==> src/rtl/stopwatch_ctrl.sv <==
// Millisecond stopwatch controller: button conditioning, IDLE/RUN/PAUSE/HALT sequencing, 4-digit BCD count.
// Define STOPWATCH_WRAP_EN to wrap 9.999 -> 0.000 in RUN instead of halting.
module stopwatch_ctrl #(
    parameter int unsigned CLKS_PER_TICK   = 100000,
    parameter int unsigned DEBOUNCE_CYCLES = 500000,
    parameter int unsigned BLINK_TICKS     = 250
) (
    input  logic        clk,
    input  logic        rst,
    input  logic        btn_start_stop,
    input  logic        btn_clear,
    output logic [15:0] bcd,
    output logic        en_dec_pt,
    output logic        running
);

    localparam int unsigned PW = (CLKS_PER_TICK > 1)   ? $clog2(CLKS_PER_TICK)   : 1;
    localparam int unsigned DW = (DEBOUNCE_CYCLES > 1) ? $clog2(DEBOUNCE_CYCLES) : 1;
    localparam int unsigned BW = (BLINK_TICKS > 1)     ? $clog2(BLINK_TICKS)     : 1;

    typedef enum logic [1:0] {
        S_IDLE,
        S_RUN,
        S_PAUSE,
        S_HALT
    } state_t;

    // Button conditioning; index 0 is start_stop, index 1 is clear.
    logic [1:0]    btn_raw;
    logic [1:0]    sync1_q;
    logic [1:0]    sync2_q;
    logic [1:0]    db_q;
    logic [1:0]    db_prev_q;
    logic [1:0]    press_q;
    logic [DW-1:0] dbc_q [2];

    assign btn_raw = {btn_clear, btn_start_stop};

    always_ff @(posedge clk) begin
        if (rst) begin
            sync1_q   <= '0;
            sync2_q   <= '0;
            db_q      <= '0;
            db_prev_q <= '0;
            press_q   <= '0;
            for (int unsigned i = 0; i < 2; i++) begin
                dbc_q[i] <= '0;
            end
        end else begin
            sync1_q   <= btn_raw;
            sync2_q   <= sync1_q;
            db_prev_q <= db_q;
            press_q   <= db_q & ~db_prev_q;
            for (int unsigned i = 0; i < 2; i++) begin
                if (sync2_q[i] == db_q[i]) begin
                    dbc_q[i] <= '0;
                end else if (dbc_q[i] == DW'(DEBOUNCE_CYCLES - 1)) begin
                    dbc_q[i] <= '0;
                    db_q[i]  <= sync2_q[i];
                end else begin
                    dbc_q[i] <= dbc_q[i] + 1'b1;
                end
            end
        end
    end

    logic ss_press;
    logic clr_press;

    assign ss_press  = press_q[0];
    assign clr_press = press_q[1];

    state_t        state_q;
    logic [15:0]   bcd_q;
    logic          en_q;
    logic          run_q;
    logic [PW-1:0] presc_q;
    logic [BW-1:0] blink_q;

    logic          tick;
    logic          at_max;
    logic          halt_now;
    logic          carry;
    logic [15:0]   bcd_inc;

    // Prescaler sits at 0 in IDLE so the first increment after a start is a full tick away.
    assign tick   = (state_q != S_IDLE) && (presc_q == PW'(CLKS_PER_TICK - 1));
    assign at_max = (bcd_q == 16'h9999);

`ifdef STOPWATCH_WRAP_EN
    assign halt_now = 1'b0;
`else
    assign halt_now = tick && at_max;
`endif

    always_comb begin
        bcd_inc = bcd_q;
        carry   = 1'b1;
        for (int unsigned i = 0; i < 4; i++) begin
            if (carry) begin
                if (bcd_q[4*i +: 4] == 4'd9) begin
                    bcd_inc[4*i +: 4] = 4'd0;
                end else begin
                    bcd_inc[4*i +: 4] = bcd_q[4*i +: 4] + 4'd1;
                    carry             = 1'b0;
                end
            end
        end
    end

    always_ff @(posedge clk) begin
        if (rst || clr_press) begin
            state_q <= S_IDLE;
            bcd_q   <= '0;
            en_q    <= 1'b1;
            run_q   <= 1'b0;
            presc_q <= '0;
            blink_q <= '0;
        end else begin
            if (state_q != S_IDLE) begin
                presc_q <= tick ? '0 : presc_q + 1'b1;
            end
            case (state_q)
                S_IDLE: begin
                    if (ss_press) begin
                        state_q <= S_RUN;
                        run_q   <= 1'b1;
                    end
                end
                S_RUN: begin
                    // A tick landing with a press still counts; reaching the halt wins over pausing.
                    if (tick && !halt_now) begin
                        bcd_q <= bcd_inc;
                    end
                    if (halt_now) begin
                        state_q <= S_HALT;
                        run_q   <= 1'b0;
                    end else if (ss_press) begin
                        state_q <= S_PAUSE;
                        run_q   <= 1'b0;
                        blink_q <= '0;
                    end
                end
                S_PAUSE: begin
                    if (ss_press) begin
                        state_q <= S_RUN;
                        run_q   <= 1'b1;
                        en_q    <= 1'b1;
                    end else if (tick) begin
                        if (blink_q == BW'(BLINK_TICKS - 1)) begin
                            blink_q <= '0;
                            en_q    <= ~en_q;
                        end else begin
                            blink_q <= blink_q + 1'b1;
                        end
                    end
                end
                S_HALT: begin
                end
                default: begin
                    state_q <= S_IDLE;
                end
            endcase
        end
    end

    assign bcd       = bcd_q;
    assign en_dec_pt = en_q;
    assign running   = run_q;

endmodule

==> config.mk <==
export PLATFORM = sky130hd
export DESIGN_NAME = stopwatch_ctrl
export DESIGN_NICKNAME = d
export VERILOG_FILES = /design/src/rtl/stopwatch_ctrl.sv
export SDC_FILE = /design/constraint.sdc
export NUM_CORES = 1
export LEC_CHECK = 0
export CORE_MARGIN = 5
export CORE_UTILIZATION = 47
export DETAILED_ROUTE_END_ITERATION = 8
export HOLD_SLACK_MARGIN = 0.05
export PLACE_DENSITY = 0.74
export SLEW_MARGIN = 20
export SYNTH_ARGS = -nofsm -noshare
export SYNTH_HDL_FRONTEND = slang
export SYNTH_SLANG_ARGS = --single-unit
==> constraint.sdc <==
create_clock -name clk -period 2.6 [get_ports clk]
set_input_delay 0.52 -clock clk [delete_from_list [all_inputs] [get_ports clk]]
set_output_delay 0.52 -clock clk [all_outputs]
set_load 0.01 [all_outputs]
==> key figures, run 1 <==
Clocking
  – Root Buffer: clkbuf_8
  – Post-CTS setup buffer count: 0
  – Clock slew at reported path FFs: 100 ps
  – Post_cts resized: 0
  – TritonCTS clock tree: done
  – CTS Buf Count: 9
  – CTS Sinks: 93
  – Hold buffers post-CTS: 0
  – CTS H-tree lvls: 3
  – Clock tree buffer depth: 2
  – Worst-skew pair later-pin latency: 360 ps

Min path
  – Hold Path Class: reg2reg
  – Hold_sp: db_prev_q[0]
  – Hold path cells: 1
  – Hold endpoint: press_q[0]

Setup path
  – Critical path class: reg2reg
  – Worst-case reg-to-reg path depth: 7
  – Reg-to-reg setup timing slack: 220 ps
  – Max FO, Critical Path: 7
  – Critical Path AT: 2670 ps
  – Crit path required time: roughly 2900 ps
  – RR Endpoint: blink_q[4]
  – Crit end category: flip-flop
  – Worst flop-to-flop path startpoint: presc_q[0]
  – Worst Setup Start Kind: flip-flop

Routing
  – Vias: about 3.5k
  – Drt wl/cell: 12.2 um
  – Detail Route Antenna Nets: 0
  – DR pass1 iterations: 4
  – DRT iter0 DRCs: 227
  – DRC Markers: 0
  – DR vias/cell: 5.07
  – Final wirelength: 8360 um

STA
  – TNS Setup: 0 ps
  – Fin. Hold Viols: 0
  – Highest Clock Rate: 0.420 GHz
  – Pins Over Slew Limit: 0
  – Least-Margin Pin Slew: 720 ps
  – Final Setup Violations: 0
  – Period utilisation layout: slightly above 90%
  – RSZ-0062 raised after global routing: no
  – Layout Skew: between 10 and 15 ps
  – Tmin final: roughly 2400 ps
  – Worst slew margin: 51.6%

Cells and area
  – Layout area overhead: 16.2%
  – Commonest non-fill, non-tap cells in the layout: nor2_1, dfxtp_1, nand2_1
  – Share of cells above drive strength 1: 6.86%
  – Final nets: 558
  – # diodes: 0
  – Commonest non-fill, non-tap cell in the layout: nor2_1

Place
  – DP HPWL: 5990 um
  – PortBufs: 21
  – GP Congestion: 0.872

Pwr
  – Maximum VDD drop: about 270 uV
  – Pleak: around 1.8 nW
  – Pwr/cell area: slightly above 500 nW/um2
  – Tot Pwr: ~2.7 mW

Die
  – Core Rows: 36
  – Die width: 109 um
  – Die ar.: 11,800 um2
  – Die height: 109 um
  – Starting density of the core: 47.3%
  – Core box area: 9640 um2
  – Ports: 22

Global routing
  – Tot GR Track Use: 15.6%
  – Largest net degree at the start of global routing: 20
  – First-pass GRT wire length: 14,800 um
  – Antenna violations before repair: 0
  – Vias in the first global route: about 3.4k
  – Total grt overflow: 0

Status
  – Status: finished clean

Yosys
  – Synth unique cells: 52
  – Mapped Avg Cell Area: 9.37 um2
  – Ys flop type: dfxtp_1
  – Seq/Total Area, Yosys: 49.1%
  – Synth Instances: 487
  – Synth Cell Area: 4560 um2
  – Yosys reg bits: 93
  – FFs w/ async S/R, synth: 0%
  – Yosys warns: 0
  – EDFF count, synth: 38

Flow run
  – Max Cap Viol: 0
==> area by class of cell <==
cell class                 count  area (um2)
fill                         910        4340
multi-input combinational    408        2380
sequential                    93        2240
timing repair buffer          27         255
tap                          133         166
clock buffer                  10         128
clock inverter                 6        93.8
inverter                      10        37.5
==> how the worst max path moves through the flow <==
stage                           from          to  slack, ps  cells after the start
after floorplan           presc_q[0]      bcd[1]        320                      8
after global placement    presc_q[0]     bcd[11]        280                      7
after detailed placement  presc_q[0]     bcd[11]        150                      7
after CTS                 presc_q[0]      bcd[3]        130                      7
after global routing      presc_q[5]  blink_q[4]         60                      6
final                     presc_q[0]  blink_q[4]        220                      7
==> layer usage <==
metal / global-route usage [%] / vias up / part of all wire (%)
met5: 0 / - / 0
met2: 26.4 / 45 / 48
met1: 19.3 / 1622 / 48
met4: 6.85 / 0 / 1.7
met3: 3.10 / 10 / 2.8
li1: - / 1804 / -
==> cells by family (layout without fill, tap and decap cells) <==
logic type                 after synthesis  in the layout  synth area share (%)
and+or+nand+nor                        256            256                  29.0
adders and majority gates                5              5                  1.37
xor gates and xnor gates                57             57                  10.9
AOI/OAI and AO/OA                       49             49                  6.69
DFF                                     93             93                  49.1
muxes                                    3              3                 0.658
other                                    1             38                0.0822
buffers and inverters                   23             53                  2.08
==> cells in the mapped netlist (4+ instances only) <==
| master | count | area, um2 |
|---|---|---|
| and4_1 | 4 | 35.0 |
| nand2_1 | 43 | 161 |
| nand4_1 | 19 | 119 |
| xnor2_1 | 25 | 219 |
| dfxtp_1 | 55 | 1100 |
| or2_2 | 5 | 31.3 |
| or3_1 | 6 | 37.5 |
| a21oi_1 | 19 | 95.1 |
| clkbuf_1 | 9 | 33.8 |
| edfxtp_1 | 38 | 1140 |
| nor4_1 | 6 | 37.5 |
| nand3_1 | 26 | 130 |
| nor2b_1 | 13 | 81.3 |
| xor2_1 | 32 | 280 |
| and3_1 | 5 | 31.3 |
| nor2_1 | 90 | 338 |
| ha_1 | 5 | 62.6 |
| nor3_1 | 15 | 75.1 |
| o21ai_0 | 14 | 70.1 |
| inv_1 | 10 | 37.5 |
==> through the flow <==
step | setup WS (ps) | hold WS (ps) | instances | cell area (um2) | utilization, %
final | 219 | 393 | 687 | 5300 | 55.0
after global routing | 56.0 | 417 | 687 | 5300 | 55.0
after CTS | 125 | 398 | 687 | 5290 | 54.9
after detailed placement | 152 | 380 | 671 | 5070 | 52.6
after global placement | 278 | 381 | 671 | 5070 | 52.6
after floorplan | 319 | 367 | 524 | 4700 | -
==> critical path, cell delays in order (launching register included) <==
cell and delay (ps):
dfxtp_1 390, ha_1 220, o211ai_2 120, or3_4 440, nor4_4 290, o21ba_4 230
or4_1 470, o22ai_1 160
==> power by group <==
| part | internal [mW] | total, mW | switching (mW) |
|---|---|---|---|
| Sequential | 1.55 | 1.58 | 0.0296 |
| Clock | 0.551 | 1.06 | 0.514 |
| Combinational | 0.0327 | 0.0809 | 0.0482 |
| Total | 2.13 | 2.72 | 0.592 |
==> registers in the layout (all words and copies together), names as in the netlist <==
register	cells
running	1
dbc_q	38
press_q	2
db_q	2
presc_q	17
blink_q	8
en_dec_pt	1
bcd	16
sync2_q	2
sync1_q	2
state_q	2
db_prev_q	2
No activity file was read; power rests on OpenSTA's default activity.
==> inputs of run 2 (changes only) <==
- SETUP_SLACK_MARGIN: not set -> 0.3
- SLEW_MARGIN: 20 -> not set
==> run 2 against run 1 <==
Die area stayed put; via count grew 1.2%; critical endpoint is now bcd[3]; clock power about the same.
==> key figures, run 2 (synthesized netlist as in run 1, its figures left out) <==
STA
  – Least-Margin Pin Slew: 730 ps (+9.89 ps)
  – Layout Skew: 12.7 ps (+0.225 ps)
  – TNS Setup: 0 ps (unchanged)
  – Worst slew margin: 50.9% (-0.67 points)
  – Period utilisation layout: 85.6% (-5.9 points)
  – Fin. Hold Viols: 0 (unchanged)
  – Highest Clock Rate: 0.449 GHz (+6.9%)
  – Hold Worst Slack: 394 ps (+0.477 ps)
  – Tmin final: 2230 ps (-154 ps)
  – Final Setup Violations: 0 (unchanged)
  – Post-route setup slack: 373 ps (+154 ps)
  – RSZ-0062 raised after global routing: no
  – Pins Over Slew Limit: 0 (unchanged)

Cells and area
  – Share of cells above drive strength 1: 10.5% (+3.6 points)
  – Post-layout util: 56.4% (+1.3 points)
  – Commonest non-fill, non-tap cell in the layout: nor2_1
  – Reg with most FFs: dbc_q
  – Commonest non-fill, non-tap cells in the layout: nor2_1, dfxtp_1, nand2_1
  – Fin area: 5430 um2 (+2.5%)
  – Post-Layout Cell Count: 695 (+1.2%)
  – Max FFs per register: 38 (unchanged)
  – Final nets: 566 (+1.4%)
  – Layout area overhead: 19.1%
  – # diodes: 0 (unchanged)

Routing
  – Drt wl/cell: 12.5 um (+2.4%)
  – DR vias/cell: 5.07 (about the same)
  – DRT iter0 DRCs: 166 (-27%)
  – Detail Route Antenna Nets: 0 (unchanged)
  – DRC Markers: 0 (unchanged)
  – Vias: 3,523 (+1.2%)
  – DR pass1 iterations: 4 (unchanged)
  – Final wirelength: 8660 um (+3.6%)

Setup path
  – Crit-path slowest cell: or4_4
  – Crit path required time: 2890 ps (about the same)
  – Worst Setup Start Kind: flip-flop
  – Cell family with most CP delay: simple AND/OR/NAND/NOR gates
  – Critical path's largest stage delay: 570 ps (+100 ps)
  – Critical Path AT: 2520 ps (-150 ps)
  – Max FO, Critical Path: 6 (-1)
  – Crit end category: flip-flop
  – Critical path, cell by cell: ha_4 > o211ai_2 > or3_4 > or4_4 > nor3b_1 > o21ai_0 > a21oi_1
  – CP Buf/Inv Count: 0 (unchanged)
  – Critical path class: reg2reg

Global routing
  – Grt met2 use: 26.7% (+0.26 points)
  – Total grt overflow: 0 (unchanged)
  – Largest net degree at the start of global routing: 20 (unchanged)
  – Gr busiest metal: met2
  – Antenna violations before repair: 0 (unchanged)
  – Tot GR Track Use: 15.8% (+0.19 points)
  – First-pass GRT wire length: 14,900 um (+1.0%)
  – Vias in the first global route: 3,395 (+0.44%)
  – Met1 Usage GRT: 19.5% (+0.23 points)
  – Grt met3 use: 4.00% (+0.90 points)

Die
  – Core Rows: 36 (unchanged)
  – Starting density of the core: 47.3% (unchanged)
  – Die ar.: 11,800 um2 (unchanged)
  – Die height: 109 um (unchanged)
  – Core box area: 9640 um2 (unchanged)
  – Die width: 109 um (unchanged)
  – Ports: 22 (unchanged)

Place
  – GP Congestion: 0.872 (unchanged)
  – DP HPWL: 5990 um (unchanged)
  – DP Cell Count: 671 (unchanged)
  – PortBufs: 21 (unchanged)
  – Worst slack at placement: 152 ps (unchanged)
  – Dpl cell area: 5070 um2 (unchanged)

Flow run
  – Max Cap Viol: 0 (unchanged)

Clocking
  – TritonCTS clock tree: done
  – CTS Sinks: 93 (unchanged)
  – CTS H-tree lvls: 3 (unchanged)
  – CTS Buf Count: 9 (unchanged)
  – Clock slew at reported path FFs: 90 ps (about the same)
  – Clock tree buffer depth: 2 (unchanged)
  – Root Buffer: clkbuf_8
  – Worst-skew pair later-pin latency: 360 ps (about the same)

Status
  – Status: finished clean

Pwr
  – Pleak: 1.88 nW (+2.9%)
  – Maximum VDD drop: 279 uV (+3.7%)
  – Pwr/cell area: 501 nW/um2 (-2.4%)
  – Tot Pwr: 2.72 mW (about the same)

Min path
  – Hold Path Class: reg2reg
==> run 2: worst register-to-register path, cell delays in order, from the launching register on <==
cell and delay (ps):
dfxtp_4 380, ha_4 140, o211ai_2 100, or3_4 450
or4_4 570, nor3b_1 250, o21ai_0 120, a21oi_1 160
==> run 2: report_power, final <==
| part | internal [mW] | switching (mW) | total, mW |
|---|---|---|---|
| Sequential | 1.54 | 0.0298 | 1.57 |
| Combinational | 0.0327 | 0.0489 | 0.0816 |
| Clock | 0.551 | 0.516 | 1.07 |
==> run 2: path summary, 6_finish.rpt <==
check             slack [ps]         start  cells after the start    endpoint
hold reg to reg          390  db_prev_q[0]                      1  press_q[0]
setup reg to reg         370    presc_q[0]                      7      bcd[3]
setup / recovery         370    presc_q[0]                      7      bcd[3]
hold / removal           390  db_prev_q[0]                      1  press_q[0]
==> run 2: final cells by class <==
cell class | instances | area, um2
flip-flops and latches | 93 | 2260
clock buffers | 10 | 128
well taps | 133 | 166
repair buffers | 35 | 315
inverters | 10 | 37.5
fillers | 895 | 4210
multi-input cells | 408 | 2430
clock inverters | 6 | 93.8
==> run 2: what timing repair did <==
| action | in CTS | in global routing |
|---|---|---|
| endpoints found under the hold margin | 0 | 0 |
| setup endpoints to repair | 13 | 24 |
| buffers inserted | 4 | 4 |
| resized for setup | 5 | 17 |
| hold buffers | 0 | 0 |
| pin swaps | 4 | 6 |
==> run 2: metal layers <==
metal | vias to the layer above | part of all wire (%)
met3 | 10 | 3.2
met4 | 0 | 1.3
li1 | 1821 | -
met5 | - | 0
met1 | 1645 | 47
met2 | 47 | 49
